**config.mk**
```make
export PLATFORM = sky130hd
export DESIGN_NAME = car_movement
export DESIGN_NICKNAME = d
export VERILOG_FILES = /design/src/rtl/car_movement_pkg.sv /design/src/rtl/lane_mover.sv /design/src/rtl/car_movement.sv
export SDC_FILE = /design/constraint.sdc
export NUM_CORES = 1
export LEC_CHECK = 0
export ABC_AREA = 1
export CORE_ASPECT_RATIO = 1.1
export CORE_MARGIN = 3
export CORE_UTILIZATION = 48
export CTS_CLUSTER_SIZE = 10
export DETAILED_ROUTE_END_ITERATION = 10
export GPL_ROUTABILITY_DRIVEN = 1
export PLACE_DENSITY = 0.78
export SLEW_MARGIN = 5
export SYNTH_ARGS = -nofsm -noshare
export SYNTH_HDL_FRONTEND = slang
export SYNTH_SLANG_ARGS = --single-unit
```
**constraint.sdc**
```tcl
create_clock -name CLK -period 2.8 [get_ports CLK]
set_input_delay 0.56 -clock CLK [delete_from_list [all_inputs] [get_ports CLK]]
set_output_delay 0.56 -clock CLK [all_outputs]
set_load 0.005 [all_outputs]
```
**src/rtl/car_movement_pkg.sv**
```systemverilog
// Shared constants, lane direction type and wrap arithmetic for the car movement block.
package car_movement_pkg;

   localparam int H_DISPLAY_DEF = 640;
   localparam int V_DISPLAY_DEF = 480;
   localparam int CAR_WIDTH     = 64;
   localparam int NUM_LANES     = 6;

   localparam int LANE_PERIOD_DEF [NUM_LANES] = '{4, 3, 2, 4, 3, 2};
   localparam int LANE_X0_DEF     [NUM_LANES] = '{0, 100, 200, 300, 400, 500};

   typedef enum logic {
      DIR_LEFT  = 1'b0,
      DIR_RIGHT = 1'b1
   } dir_t;

   // Steps x by 'step' pixels with wrap-around inside 0..h_max-1 (11-bit headroom).
   function automatic logic [10:0] wrap_step(input logic [10:0] x,
                                             input logic [10:0] step,
                                             input dir_t        dir,
                                             input logic [10:0] h_max);
      logic [10:0] r;
      if (dir == DIR_RIGHT) begin
         r = x + step;
         if (r >= h_max) r = r - h_max;
      end else if (x < step) begin
         r = x + h_max - step;
      end else begin
         r = x - step;
      end
      return r;
   endfunction

endpackage

```
**src/rtl/lane_mover.sv**
```systemverilog
// One traffic lane: frame prescaler, fixed direction, wrap arithmetic and position register.
module lane_mover
   import car_movement_pkg::*;
#(
   parameter int   H_DISPLAY = H_DISPLAY_DEF,
   parameter int   PERIOD    = 4,
   parameter int   X0        = 0,
   parameter dir_t DIR       = DIR_LEFT
) (
   input  logic       CLK,
   input  logic       RST_N,
   input  logic       load,
   input  logic       advance,
   input  logic [1:0] level,
   output logic [9:0] x
);

   localparam int CW = (PERIOD > 1) ? $clog2(PERIOD) : 1;

   logic [CW-1:0] presc;
   logic          wrap;
   logic [10:0]   step;
   logic [10:0]   next_x;

   assign wrap   = (presc == CW'(PERIOD - 1));
   assign step   = {9'd0, level} + 11'd1;
   assign next_x = wrap_step({1'b0, x}, step, DIR, 11'(H_DISPLAY));

   // NOTE: registers use non-blocking assignments so every lane samples the same pre-edge values.
   always_ff @(posedge CLK or negedge RST_N) begin
      if (!RST_N) begin
         x     <= 10'(X0);
         presc <= '0;
      end else if (load) begin
         x     <= 10'(X0);
         presc <= '0;
      end else if (advance) begin
         if (wrap) begin
            presc <= '0;
            x     <= next_x[9:0];
         end else begin
            presc <= presc + CW'(1);
         end
      end
   end

endmodule

```
**src/rtl/car_movement.sv**
```systemverilog
// Six-lane car position generator: run/freeze FSM, end-of-frame tick, one lane_mover per lane.
module car_movement
   import car_movement_pkg::*;
#(
   parameter int H_DISPLAY     = H_DISPLAY_DEF,
   parameter int V_DISPLAY     = V_DISPLAY_DEF,
   parameter int LANE_PERIOD_1 = LANE_PERIOD_DEF[0],
   parameter int LANE_PERIOD_2 = LANE_PERIOD_DEF[1],
   parameter int LANE_PERIOD_3 = LANE_PERIOD_DEF[2],
   parameter int LANE_PERIOD_4 = LANE_PERIOD_DEF[3],
   parameter int LANE_PERIOD_5 = LANE_PERIOD_DEF[4],
   parameter int LANE_PERIOD_6 = LANE_PERIOD_DEF[5],
   parameter int LANE_X0_1     = LANE_X0_DEF[0],
   parameter int LANE_X0_2     = LANE_X0_DEF[1],
   parameter int LANE_X0_3     = LANE_X0_DEF[2],
   parameter int LANE_X0_4     = LANE_X0_DEF[3],
   parameter int LANE_X0_5     = LANE_X0_DEF[4],
   parameter int LANE_X0_6     = LANE_X0_DEF[5]
) (
   input  logic       CLK,
   input  logic       RST_N,
   input  logic [9:0] h_count,
   input  logic [9:0] v_count,
   input  logic       start,
   input  logic       freeze,
   input  logic [1:0] level,
   output logic [9:0] car_x1,
   output logic [9:0] car_x2,
   output logic [9:0] car_x3,
   output logic [9:0] car_x4,
   output logic [9:0] car_x5,
   output logic [9:0] car_x6,
   output logic       frame_tick,
   output logic       running
);

   localparam logic [1:0] IDLE   = 2'd0;
   localparam logic [1:0] RUN    = 2'd1;
   localparam logic [1:0] FROZEN = 2'd2;

   localparam int PERIODS [NUM_LANES] = '{LANE_PERIOD_1, LANE_PERIOD_2, LANE_PERIOD_3,
                                          LANE_PERIOD_4, LANE_PERIOD_5, LANE_PERIOD_6};
   localparam int X0S     [NUM_LANES] = '{LANE_X0_1, LANE_X0_2, LANE_X0_3,
                                          LANE_X0_4, LANE_X0_5, LANE_X0_6};

   logic [1:0] state;
   logic [1:0] state_nxt;
   logic       tick_cond;
   logic       tick_cond_q;
   logic       load;
   logic       advance;
   logic [9:0] lane_x [NUM_LANES];

   assign tick_cond = (h_count == 10'd0) && (v_count == 10'(V_DISPLAY));

   // Frame tick fires on entry into the (0, V_DISPLAY) beam position only.
   always_ff @(posedge CLK or negedge RST_N) begin
      if (!RST_N) begin
         // NOTE: reset the history to 1 so a beam parked on the tick position during reset cannot fire a tick.
         tick_cond_q <= 1'b1;
         frame_tick  <= 1'b0;
      end else begin
         tick_cond_q <= tick_cond;
         frame_tick  <= tick_cond & ~tick_cond_q;
      end
   end

   always_comb begin
      // NOTE: default first so every path assigns state_nxt and no latch is inferred.
      state_nxt = state;
      if (freeze && (start || state == RUN)) state_nxt = FROZEN;
      else if (start)                        state_nxt = RUN;
   end

   always_ff @(posedge CLK or negedge RST_N) begin
      if (!RST_N) state <= IDLE;
      else        state <= state_nxt;
   end

   assign load    = start & ~freeze;
   assign advance = (state == RUN) & frame_tick;
   assign running = (state == RUN);

   for (genvar k = 0; k < NUM_LANES; k++) begin : g_lane
      lane_mover #(
         .H_DISPLAY (H_DISPLAY),
         .PERIOD    (PERIODS[k]),
         .X0        (X0S[k]),
         .DIR       (dir_t'(k % 2))
      ) u_lane (
         .CLK     (CLK),
         .RST_N   (RST_N),
         .load    (load),
         .advance (advance),
         .level   (level),
         .x       (lane_x[k])
      );
   end

   assign car_x1 = lane_x[0];
   assign car_x2 = lane_x[1];
   assign car_x3 = lane_x[2];
   assign car_x4 = lane_x[3];
   assign car_x5 = lane_x[4];
   assign car_x6 = lane_x[5];

endmodule

```
======== Word level (Yosys, flattened, before mapping) ========
Cells that the tools add are included.
storage, ports and cells
  bits of input ports ..................... 26
  word-level logic and storage cells ...... 116
  register bits ........................... 74
  output and inout port bits .............. 62
cells by class
  multiplexer cells ....................... 44
  equal/unequal tests ..................... 6
  bitwise operators ....................... 5
  $add $sub $neg .......................... 22
  reduce and logical (&&, ||, !) cells .... 18
  $lt $le $gt $ge ......................... 6
operators with widths
  kind                                                                     number
  10-bit two-way mux                                                       24
  10-bit subtractor                                                        4
  10-bit by 3-bit adder with 11-bit output                                 3
  11-bit by 10-bit >= comparator with 1-bit output, second input constant  3
  10-bit by 11-bit < comparator with 1-bit output                          3
  10-bit adder, second input constant                                      3
  10-bit subtractor, second input constant                                 3
  2-bit two-way mux                                                        14
  10-bit by 3-bit subtractor with 10-bit output                            2
  2-bit nonzero test                                                       8
  2-bit AND reduction                                                      6
  10-bit by 9-bit == test with 1-bit output, second input constant         1
  10-bit zero test                                                         1
  2-bit by 1-bit adder with 2-bit output, second input constant            4
  2-bit == test, second input constant                                     4
  1-bit two-way mux                                                        6
  2-bit by 1-bit adder with 3-bit output, second input constant            1
  1-bit AND                                                                3
  1-bit adder, second input constant                                       2
  2-bit by 1-bit == test with 1-bit output, second input constant          1
  1-bit logical AND                                                        2
  1-bit NOT                                                                2
  1-bit logical OR                                                         1

======== Longest topological paths before layout ========
  depth in word-level cells ............... 7
  gate-level depth with buffers ........... 20
  mapped depth without buffers ............ 20

======== By module ========
Synthesis repeated with hierarchy kept, for this count alone.
second synthesis, totals
  cell total of the unflattened synthesis .. 956
  area total of the unflattened synthesis .. 6774.0 um2
modules (own cells, without submodules)
  module                         instances  area each (um2)  cells an instance  sequential area each (um2)
  lane_mover (g_lane[4].u_lane)  1          1367.6           190                304.0
  lane_mover (g_lane[2].u_lane)  1          1286.2           184                279.0
  lane_mover (g_lane[0].u_lane)  1          1283.7           184                300.3
  lane_mover (g_lane[3].u_lane)  1          905.9            134                305.3
  lane_mover (g_lane[5].u_lane)  1          849.6            123                282.8
  lane_mover (g_lane[1].u_lane)  1          829.5            106                304.0
  car_movement                   1          251.5            35                 101.3

======== Worst setup path after synthesis ========
Ideal clock, no wire load.
  path type ............................... in2reg
  start ................................... input port level[0]
  end ..................................... register g_lane[0].u_lane.x[7]
  path buffers ............................ 0
  stages .................................. 16
  setup time .............................. 129 ps
  data required time ...................... 2671 ps
  path slack .............................. -193 ps
  arrival ................................. 2864 ps
  cell sequence ........................... ha_1 > inv_1 > ha_1 > ha_1 > fa_1 > inv_1 > nor2_1 > nor2_1 > o21bai_1 > nand2_1 > nand2_1 > a21oi_1 > xor2_1 > nand2_1 > nand3_1 > o21ai_0
on the way
  longest elaborated chain between the ends .. 6
  elaborated cells between the ends (all ways) .. 8
  those cells by class .................... add/sub: 3; order compare: 1; mux: 4
ends and longest elaborated chain
  what                                        line                    source
  from (decl)                                 car_movement.sv:26      input logic [1:0] level,
  2-bit by 1-bit adder with 3-bit output (*)  lane_mover.sv:26        assign step = {9'd0, level} + 11'd1;
  10-bit subtractor (tied with other cells)   car_movement_pkg.sv:29  r = x - step;
  10-bit two-way mux (*)                      car_movement_pkg.sv:26  end else if (x < step) begin
  10-bit two-way mux (*)                      lane_mover.sv:38        if (wrap) begin
  10-bit two-way mux (*)                      lane_mover.sv:37        end else if (advance) begin
  10-bit two-way mux (*)                      lane_mover.sv:34        end else if (load) begin
  to (signal assigned)                        lane_mover.sv:32        x <= 10'(X0);
  to (signal assigned)                        lane_mover.sv:35        x <= 10'(X0);
  to (signal assigned)                        lane_mover.sv:40        x <= next_x[9:0];
  to (decl)                                   lane_mover.sv:15        output logic [9:0] x
Every way passes the cells marked *; elsewhere a longest branch is shown, timed or not. The select of a mux whose other input is x is not followed.
A chain may end at the register's enable or synchronous reset.

======== Worst setup path after layout ========
  start ................................... input port level[0]
  end ..................................... register g_lane[4].u_lane.x[7]
on the way
  longest elaborated chain between the ends .. 6
  elaborated cells between the ends (all ways) .. 8
  those cells by class .................... add/sub: 3; order compare: 1; mux: 4
ends and longest elaborated chain
  what                                        line
  2-bit by 1-bit adder with 3-bit output (*)  lane_mover.sv:26
  10-bit subtractor (tied with other cells)   car_movement_pkg.sv:29
  10-bit two-way mux (*)                      car_movement_pkg.sv:26
  10-bit two-way mux (*)                      lane_mover.sv:38
  10-bit two-way mux (*)                      lane_mover.sv:37
  10-bit two-way mux (*)                      lane_mover.sv:34
  to (signal assigned)                        lane_mover.sv:32
  to (signal assigned)                        lane_mover.sv:35
  to (signal assigned)                        lane_mover.sv:40
  to (decl)                                   lane_mover.sv:15
Marked as above.

==> flow_summary.yaml <==
power:
  power_uw: 5940
  pwr_density_cell_nw_per_um2: 730
  p_leak_uw: 0.00403
  ir_drop_uv: 528
final_layout:
  syn_to_final_growth_pct: 34.4
  final_area_um2: 8130
  final_common_cell: "nand2_1"
  antenna_cells: 0
  mostFrequentLayoutCells: "nand2_1, inv_1, clkdlybuf4s50_1, buf_4, nand3_1"
  fin_nets: 1054
  drive_gt1_share_pct: 19.8
synthesis:
  synth_cells: 783
  synth-seq-area-share_pct: 31.0
  syn_nets: 878
  netlist_area_um2: 6050
  synth-async-reset-ratio_pct: 100
  ys_types: 45
  yosysWarnings: 0
  syn_avg_cell_area_um2: 7.73
  synth-edff-count: 0
  yosys_register_bits: 74
  synth_ff_type: "dfrtp_1"
drt:
  drt_pass1_iterations: 4
  wl_um: 15500
  avgViaCountPerCell: 5.18
  drc_errors: 0
  ant_nets: 0
  wl_per_cell_um: 13.8
  num_vias: 5791
  drt_iter0_markers: 376
worst_setup_path:
  cp-start-kind: "primary input"
  critPathKind: "in -> reg"
  worst_setup_path_end_kind: "flip-flop"
  critPathArrivalTime_ns: 2.87
  worstPathRequired_ns: 3.06
  worstPathMaxFanout: 5
die:
  pin_count: 88
  die_x_um: 113
  die_h_um: 124
  core_area_um2: 12200
  start_util_pct: 49.6
  dieArea_um2: 14000
  rows: 42
grt:
  grt_pass1_vias: 5594
  antenna_found_initial: 0
  grt_remaining_overflow: 0
  grt_max_degree: 48
  globalRouteTotalUtil_pct: 22.7
  grt_pass1_wl_um: 25700
worst_hold_path:
  hp-class: "in -> async"
cts:
  cts_buffers: 9
  cts_sinks: 74
  cts-root-buf: "clkbuf_16"
  insertion_delay_ns: 0.34
  ctsLongestPathBuffers: 2
  path_clk_slew_ns: 0.06
  h-tree-depth: 3
  cts_tree: "yes"
  postCtsHoldBufs: 0
sta:
  worst_slack_ns: 0.189
  setup_violations: 0
  max_freq_mhz: 383
  finalHoldViolCount: 0
  rsz0062_at_grt: "false"
  tightest_slew_ns: 0.396
  maxSlewViolCount: 0
  max_slew_margin_pct: 73.6
  fin_crit_ns: 2.61
  finalCritPeriodShare_pct: 93.3
  skew_ns: 0.00569
placement:
  port_buffers: 87
  globalplace.congestion: 0.898
  dpl-instance-area_um2: 7730
  dp_hpwl_um: 11600
  place_ws_ns: -0.607
status:
  status: "finished, final reports clean"
flow_run:
  cap_violations: 0
==> repair_timing <==
item                       in CTS  in global routing
gates resized for setup         6                 18
cloned                          0                  0
setup endpoints to repair      21                 18
buffers inserted                0                  2
pin swaps                       0                  9
==> cells in the mapped netlist (2+ instances only) <==
cell type / instances / area, µm²
nor2_4: 3 / 33.8
fa_1: 12 / 240
o21a_1: 2 / 15.0
nand3_2: 2 / 20.0
ha_1: 57 / 713
a22o_1: 4 / 35.0
nor2_1: 36 / 135
o21ai_0: 38 / 190
nand4_1: 17 / 106
or2_2: 5 / 31.3
o21bai_1: 2 / 15.0
o22ai_1: 23 / 144
nand2_4: 4 / 45.0
inv_2: 6 / 22.5
nor3_4: 3 / 48.8
xor2_1: 27 / 236
dfrtp_1: 54 / 1350
o211ai_1: 3 / 22.5
o21ai_1: 2 / 10.0
o21ai_4: 2 / 32.5
a21oi_1: 40 / 200
nor2_2: 3 / 18.8
nor4_1: 3 / 18.8
xnor2_1: 4 / 35.0
a31oi_1: 4 / 25.0
a22oi_1: 6 / 45.0
or4_1: 2 / 15.0
dfstp_2: 20 / 526
o21ai_2: 2 / 17.5
inv_4: 2 / 12.5
nand2_1: 152 / 571
inv_1: 145 / 544
nand3_1: 58 / 290
nor3_1: 10 / 50.1
nand2_2: 20 / 125
==> logic make-up after synthesis <==
group,after synthesis,synth area share [%]
buffers and inverters,155,9.72
XOR/XNOR,32,4.76
AND/OR/NAND/NOR,321,25.6
adder cells (fa/ha/maj),69,15.8
AO/OA/AOI/OAI,132,13.2
flip-flops,74,31.0
==> report_power, final <==
| part | leakage (µW) | internal, µW | switching (µW) |
|---|---|---|---|
| Combinational | 0.00293 | 1490 | 1510 |
| Clock | 0.000167 | 876 | 492 |
| Sequential | 0.000933 | 1310 | 264 |
| Total | 0.00403 | 3670 | 2260 |
==> worst max-delay path, stage by stage <==
cell and delay, ns:
clkbuf_2 0.12, ha_4 0.30, inv_4 0.06, buf_12 0.13
ha_1 0.29, ha_1 0.24, fa_2 0.36, nand3_1 0.11
nand2_1 0.06, nand2_1 0.07, nand2_1 0.05, a21oi_1 0.14
xnor2_1 0.14, nand2_1 0.08, a22oi_1 0.15
==> cell type report <==
cell class                      instances  area, µm²
Clock buffer                           10        229
Clock inverter                          6        113
Fill cell                            1016       4060
Inverter                              153        582
Multi-Input combinational cell        554       3650
Sequential cell                        74       1880
Tap cell                              154        193
Timing Repair Buffer                  167       1480
==> final timing paths <==
kind                                           start                   endpoint  slack [ns]  cells past startpoint
setup / recovery                            level[0]      g_lane[4].u_lane.x[7]        0.19                     15
hold / removal                                 RST_N      g_lane[0].u_lane.x[5]        0.15                      1
setup reg to reg               g_lane[5].u_lane.x[0]      g_lane[5].u_lane.x[9]        0.45                     19
hold reg to reg            g_lane[0].u_lane.presc[1]  g_lane[0].u_lane.presc[1]        0.48                      2
max in group asynchronous                      RST_N      g_lane[5].u_lane.x[7]        2.02                      2
min in group CLK           g_lane[0].u_lane.presc[1]  g_lane[0].u_lane.presc[1]        0.48                      2
==> state kept, by name (all words and copies together) (netlist names) <==
register / count
g_lane.u_lane.presc: 10
frame_tick: 1
g_lane.u_lane.x: 60
tick_cond_q: 1
state: 2
==> layer usage <==
layer  up-vias  track usage, %  part of all wire [%]
met3        23            4.57                   4.5
met1      2720            28.7                    44
met4         0            7.51                   1.8
met5         -               0                     0
met2       124            39.1                    49
li1       2924               -                     -
==> metrics by stage <==
step	hold WS, ns	utilization, %	std cells	setup TNS (ns)
5_1_grt	0.169	66.7	1118	0
3_3_place_gp	0.459	63.4	1100	-11.58
3_5_place_dp	0.467	63.4	1100	-13.34
6_report	0.146	66.7	1118	0
2_1_floorplan	0.264	-	783	0
4_1_cts	0.159	66.3	1116	0
(Power assumes the default switching activity.)
